**config.mk**
```make
export PLATFORM = sky130hd
export DESIGN_NAME = microcode_sequencer_flat
export DESIGN_NICKNAME = d
export VERILOG_FILES = /design/src/rtl/microcode_sequencer_if.sv /design/src/rtl/microcode_sequencer.sv /design/src/flat_wrapper.sv
export SDC_FILE = /design/constraint.sdc
export NUM_CORES = 1
export LEC_CHECK = 0
export ABC_AREA = 1
export CAP_MARGIN = 40
export CORE_UTILIZATION = 42
export DETAILED_ROUTE_END_ITERATION = 10
export GPL_TIMING_DRIVEN = 0
export PLACE_DENSITY = 0.7
export RECOVER_POWER = 25
export SYNTH_ARGS = -nofsm -noshare
export SYNTH_HDL_FRONTEND = slang
export SYNTH_SLANG_ARGS = --single-unit
export TNS_END_PERCENT = 10
```
**constraint.sdc**
```tcl
create_clock -name clk -period 4.66 [get_ports clk]
set_clock_uncertainty 0.05 [all_clocks]
set_input_delay 0.932 -clock clk [delete_from_list [all_inputs] [get_ports clk]]
set_output_delay 0.932 -clock clk [all_outputs]
set_load 0.05 [all_outputs]
```
**src/rtl/microcode_sequencer_if.sv**
```systemverilog
// Handshake and ROM-field bundle between the micro-sequencer and its
// surroundings (microcode ROM, opcode decoder, matmul datapath).
interface microcode_sequencer_if #(
  parameter int ADDR_W = 16
);
  logic              start;
  logic              stall;
  logic              z_flag;
  logic [ADDR_W-1:0] dispatch_addr;
  logic [1:0]        condition;
  logic              bt;
  logic [ADDR_W-1:0] jump_addr;
  logic [ADDR_W-1:0] upc;
  logic              ops_en;
  logic              busy;
  logic              done;
  logic              err;

  // Sequencer side: owns the micro-address and the status outputs.
  modport master (
    input  start, stall, z_flag, dispatch_addr, condition, bt, jump_addr,
    output upc, ops_en, busy, done, err
  );

  // Environment side: ROM, decoder and datapath.
  modport slave (
    output start, stall, z_flag, dispatch_addr, condition, bt, jump_addr,
    input  upc, ops_en, busy, done, err
  );
endinterface

```
**src/rtl/microcode_sequencer.sv**
```systemverilog
// Micro-program counter and next-address logic for the control unit.
// upc addresses a combinational ROM; the word at upc executes in the same
// cycle and its branch fields pick the address loaded on the next edge.
module microcode_sequencer #(
  parameter int ADDR_W     = 16,
  parameter int DEPTH      = 86,
  parameter int START_ADDR = 1,
  parameter int FETCH_ADDR = 1
) (
  input logic                    clk,
  input logic                    rst_n,
  microcode_sequencer_if.master  bus
);

  typedef enum logic [1:0] {
    S_IDLE = 2'd0,
    S_RUN  = 2'd1,
    S_DONE = 2'd2
  } state_t;

  localparam logic [ADDR_W-1:0] START_A = ADDR_W'(START_ADDR);
  localparam logic [ADDR_W-1:0] FETCH_A = ADDR_W'(FETCH_ADDR);
  // One extra bit so that upc+1 wrapping from all-ones reads as out of range.
  localparam logic [ADDR_W:0]   DEPTH_X = (ADDR_W+1)'(DEPTH);
  localparam logic [ADDR_W:0]   ONE_X   = (ADDR_W+1)'(1);

  state_t            state_q, state_d;
  logic [ADDR_W-1:0] upc_q, upc_d;
  logic              err_q, err_d;
  logic [ADDR_W:0]   inc_x;
  logic [ADDR_W:0]   target_x;
  logic              halt;
  logic              halt_err;

  // State, micro-PC and sticky error registers.
  always_ff @(posedge clk or negedge rst_n) begin
    if (!rst_n) begin
      state_q <= S_IDLE;
      upc_q   <= '0;
      err_q   <= 1'b0;
    end else begin
      state_q <= state_d;
      upc_q   <= upc_d;
      err_q   <= err_d;
    end
  end

  // Next-state and next-address selection from the branch fields.
  always_comb begin
    state_d  = state_q;
    upc_d    = upc_q;
    err_d    = err_q;
    inc_x    = {1'b0, upc_q} + ONE_X;
    target_x = inc_x;
    halt     = 1'b0;
    halt_err = 1'b0;
    case (state_q)
      S_IDLE: begin
        if (bus.start) begin
          state_d = S_RUN;
          upc_d   = START_A;
          err_d   = 1'b0;
        end
      end
      S_RUN: begin
        if (!bus.stall) begin
          if (!bus.bt) begin
            case (bus.condition)
              2'b00: target_x = inc_x;
              2'b01: target_x = bus.z_flag  ? {1'b0, bus.jump_addr} : inc_x;
              2'b10: target_x = !bus.z_flag ? {1'b0, bus.jump_addr} : inc_x;
              default: target_x = {1'b0, bus.jump_addr};
            endcase
          end else begin
            case (bus.condition)
              2'b00: target_x = {1'b0, FETCH_A};
              2'b01: target_x = {1'b0, bus.dispatch_addr};
              2'b10: halt = 1'b1;
              default: begin
                halt     = 1'b1;
                halt_err = 1'b1;
              end
            endcase
          end
          if (halt) begin
            state_d = S_DONE;
            err_d   = err_q | halt_err;
          end else if (target_x >= DEPTH_X) begin
            // Out-of-range target: leave upc on the offending word.
            state_d = S_DONE;
            err_d   = 1'b1;
          end else begin
            upc_d = target_x[ADDR_W-1:0];
          end
        end
      end
      S_DONE: begin
        state_d = S_IDLE;
        upc_d   = '0;
      end
      default: begin
        state_d = S_IDLE;
        upc_d   = '0;
      end
    endcase
  end

  // Status outputs decode straight from registered state so reset clears them at once.
  assign bus.upc    = upc_q;
  assign bus.busy   = (state_q == S_RUN);
  assign bus.ops_en = (state_q == S_RUN) && !bus.stall;
  assign bus.done   = (state_q == S_DONE);
  assign bus.err    = err_q;

endmodule

```
**src/flat_wrapper.sv**
```systemverilog
// flat-port wrapper written by rule: the top's interface ports become plain ports
module microcode_sequencer_flat 
#(
  parameter int ADDR_W     = 16,
  parameter int DEPTH      = 86,
  parameter int START_ADDR = 1,
  parameter int FETCH_ADDR = 1
)
  (clk, rst_n, bus_start, bus_stall, bus_z_flag, bus_dispatch_addr, bus_condition, bus_bt, bus_jump_addr, bus_upc, bus_ops_en, bus_busy, bus_done, bus_err);
  microcode_sequencer_if #(.ADDR_W(ADDR_W)) bus_i ();
  input logic clk;
  input logic rst_n;
  input wire logic [$bits(bus_i.start)-1:0] bus_start;
  input wire logic [$bits(bus_i.stall)-1:0] bus_stall;
  input wire logic [$bits(bus_i.z_flag)-1:0] bus_z_flag;
  input wire logic [$bits(bus_i.dispatch_addr)-1:0] bus_dispatch_addr;
  input wire logic [$bits(bus_i.condition)-1:0] bus_condition;
  input wire logic [$bits(bus_i.bt)-1:0] bus_bt;
  input wire logic [$bits(bus_i.jump_addr)-1:0] bus_jump_addr;
  output wire logic [$bits(bus_i.upc)-1:0] bus_upc;
  output wire logic [$bits(bus_i.ops_en)-1:0] bus_ops_en;
  output wire logic [$bits(bus_i.busy)-1:0] bus_busy;
  output wire logic [$bits(bus_i.done)-1:0] bus_done;
  output wire logic [$bits(bus_i.err)-1:0] bus_err;
  assign bus_i.start = bus_start;
  assign bus_i.stall = bus_stall;
  assign bus_i.z_flag = bus_z_flag;
  assign bus_i.dispatch_addr = bus_dispatch_addr;
  assign bus_i.condition = bus_condition;
  assign bus_i.bt = bus_bt;
  assign bus_i.jump_addr = bus_jump_addr;
  assign bus_upc = bus_i.upc;
  assign bus_ops_en = bus_i.ops_en;
  assign bus_busy = bus_i.busy;
  assign bus_done = bus_i.done;
  assign bus_err = bus_i.err;
  microcode_sequencer #(.ADDR_W(ADDR_W), .DEPTH(DEPTH), .START_ADDR(START_ADDR), .FETCH_ADDR(FETCH_ADDR)) u_core (.clk(clk), .rst_n(rst_n), .bus(bus_i));
endmodule
```
==> results of run 1 <==
==> tightest hold or removal path, cell delays in order, from the launching register on <==
cell and delay, ps:
dfrtp_1 380, nand2_1 60, nand2_1 40
==> layout make-up <==
| class | instances | area share |
|---|---|---|
| Inverter | 56 | 0.0757 |
| Multi-Input combinational cell | 291 | 0.492 |
| Sequential cell | 19 | 0.169 |
| Timing Repair Buffer | 57 | 0.203 |
| Clock buffer | 4 | 0.0160 |
| Buffer | 7 | 0.0147 |
| Tap cell | 67 | 0.0298 |
==> registers in the layout (all words and copies together), names as in the netlist <==
signal          count
u_core.bus.err      1
u_core.bus.upc     16
u_core.state_q      2
==> worst min-delay path by stage <==
| stage | endpoint | slack (ps) | cells past startpoint |
|---|---|---|---|
| global route | u_core.bus.upc[3]$_DFFE_PN0P_ | 540 | 2 |
| detailed placement | u_core.bus.err$_DFFE_PN0P_ | 460 | 2 |
| floorplan | u_core.bus.upc[0]$_DFFE_PN0P_ | 480 | 3 |
| CTS | u_core.bus.err$_DFFE_PN0P_ | 480 | 2 |
| global placement | u_core.bus.err$_DFFE_PN0P_ | 460 | 2 |
| finish | u_core.bus.err$_DFFE_PN0P_ | 470 | 2 |
==> routing by layer <==
layer  routed length, um  vias to the layer above
met3                 467                       20
met4                 162                        0
met5                   0                        -
li1                    -                     1332
met2                3180                      118
met1                3210                     1231
==> cell usage after synthesis (2+ instances only) <==
cell type / number
a21oi_1: 20
a31oi_1: 3
buf_2: 3
clkbuf_1: 2
dfrtp_1: 19
inv_1: 46
inv_2: 8
nand2_1: 117
nand2_2: 9
nand3_1: 46
nand3b_1: 2
nand4_1: 9
nor2_1: 29
nor2_2: 7
nor3_1: 5
o211ai_1: 2
o21ai_0: 17
o21ai_1: 4
o22ai_1: 3
or2_2: 3
xor2_1: 3
==> cells by family (layout without fill, tap and decap cells) <==
| group | Yosys count | in the layout | synth area share |
|---|---|---|---|
| AOI/OAI and AO/OA | 56 | 56 | 0.150 |
| xor gates and xnor gates | 3 | 3 | 0.0124 |
| adders and majority gates | 1 | 1 | 0.00592 |
| buffers and inverters | 63 | 124 | 0.120 |
| DFF | 19 | 19 | 0.225 |
| and+or+nand+nor | 231 | 231 | 0.486 |
==> power groups by stage <==
stage	sequential, uW	combinational (uW)	clock, uW
after floorplan	239	253	0
after global placement	211	425	0
after detailed placement	210	429	0
after CTS	208	430	118
after global routing	211	470	126
final	208	430	116
==> through the flow <==
| step | area [um^2] | cells | total power (uW) | setup WS, ps |
|---|---|---|---|---|
| floorplan | 2110 | 373 | 492 | 2050 |
| global placement | 2770 | 497 | 636 | 1260 |
| detailed placement | 2770 | 497 | 639 | 1250 |
| CTS | 2810 | 501 | 756 | 1390 |
| global route | 2810 | 501 | 806 | 1200 |
| finish | 2810 | 501 | 754 | 1390 |
==> impl_metrics.toml, run 1 <==
[floorplan]
rows = 25
io_pins = 60
chipHeight_um = 72.9
die_area_um2 = 5320
core-area_um2 = 4790
start_util = 0.441
die_x_um = 72.9

[cells_and_area]
regArea_um2 = 475
layout_commonest_cell = "nand2_1"
final_cell_mix = "117 x nand2_1, 56 x clkdlybuf4s50_1, 46 x inv_1, 46 x nand3_1, 29 x nor2_1"
layout-drive-gt1-share = 0.0922
fillers = 506
area_growth_pct = 33.1
postLayoutCoreUtil = 0.587
final_nets = 476
multi_input_area_um2 = 1380
n_antenna_cell = 0

[critical_path]
reg2reg_depth = 14
cpMostUsedCell = "clkdlybuf4s50_1"
cp_slowest_cell = "clkdlybuf4s50_1"
r2r_start = "u_core.bus.upc[0]$_DFFE_PN0P_"
critPathLaunchType = "primary input"
crit_cells = 3
worstSetupPathType = "in2out"
end_kind = "output port"
cpPeakStageDelay_ps = 800
crit_required_ps = 3680
cp_cell_sequence = "clkdlybuf4s50_1 > nor2_1 > clkdlybuf4s50_1"
cp-startpoint = "bus_stall"
cp_max_fo = 3
crit_end = "bus_ops_en"
crit_buf_inv = 2
cp.arrival_ps = 2290
r2r_end = "u_core.bus.upc[0]$_DFFE_PN0P_"
reg2reg_setup_slack_ps = 2060
cpLargestDelayFamily = "buffers and inverters"

[logic_synthesis]
synth_warnings = 0
syn_avg_cell_area_um2 = 5.66
synthFlopType = "dfrtp_1"
ys_types = 37
synth_nets = 414
ys_seq_area_frac = 0.225
netlist_instances = 373
synth.area.top_cells = "dfrtp_1 23%, nand2_1 21%, nand3_1 11%"
synthArstFlopShare = 1.00
netlist_area_um2 = 2110
yosys_register_bits = 19
synth_edf_count = 0
yosysTopAreaCell = "dfrtp_1"
synth_top_area_frac = 0.225

[status]
status = "complete, no violations"

[sta]
hold_viol = 0
relSlewSlack = 0.414
fmax_ghz = 0.306
rsz0062_at_grt = "false"
fin_hold_ws_ps = 471
period_share = 0.701
setup_tns_ps = 0
setup_violations = 0
layout_min_cycle_time_ps = 3270
tightestPinTransition_ps = 876
maxSlewViolCount = 0

[job]
maxCapViolCount = 0

[global_route]
grt_pass1_wl_um = 11200
grt_pass1_vias = 2420
antenna_found_initial = 0
grtUsageMet1 = 0.375
grt-busiest-layer = "met2"
grt.overflow.total = 0
track_usage = 0.273
use_met2 = 0.448
grt_start_max_net_pins = 20
met3_usage = 0.0456

[clock_tree]
clock_latency_ps = 260
cts_sinks = 19
cts_buffers = 3
ctsResizeCount = 0
cts.htree.levels = 1
holdBufCountCts = 0
clock-root-buffer = "clkbuf_8"
post-cts-setup-buffers = 0
clk_path_buf_depth = 2
path_clk_slew_ps = 70
cts_tree = "built"

[pwr]
switchingPower_uw = 366
power_density_nw_per_um2 = 268
cellLeakagePower_uw = 0.00134
p_int_uw = 388
switching_share = 0.486
clkPwrFrac = 0.153
p_comb_frac = 0.571
seqPwrFrac = 0.276
ir_drop_mv = 0.391

[placement]
gp_congestion = 0.926
io_buffers = 57
dp_hpwl_um = 5750

[worst_hold_path]
hold_path_class = "reg2reg"
min_from = "u_core.bus.err$_DFFE_PN0P_"

[routing]
wl_per_cell_um = 14.0
ant_nets = 0
drt-total-wl_um = 7020
via_per_inst = 5.39
firstDrtPassIters = 5
drc = 0
vias = 2701
drt_iter0_drc = 215
Power figures use the tool's default switching activity.
==> inputs of run 2 (changes only) <==
clock period = 3.4 ns   (was 4.66 ns; I/O delays follow)
==> results of run 2 <==
Same layout as run 1 (identical final DEF). Status: complete, no violations.
Main changes from that run: setup slack after placement 1250 ps -> 238 ps; setup slack after layout 1390 ps -> 461 ps; start point of the critical path bus_stall -> bus_z_flag; end point of the critical path bus_ops_en -> u_core.bus.upc[0]$_DFFE_PN0P_; register-to-register setup slack 2060 ps -> 800 ps; total power 754 uW -> 1030 uW; worst IR drop on VDD 0.391 mV -> 0.536 mV
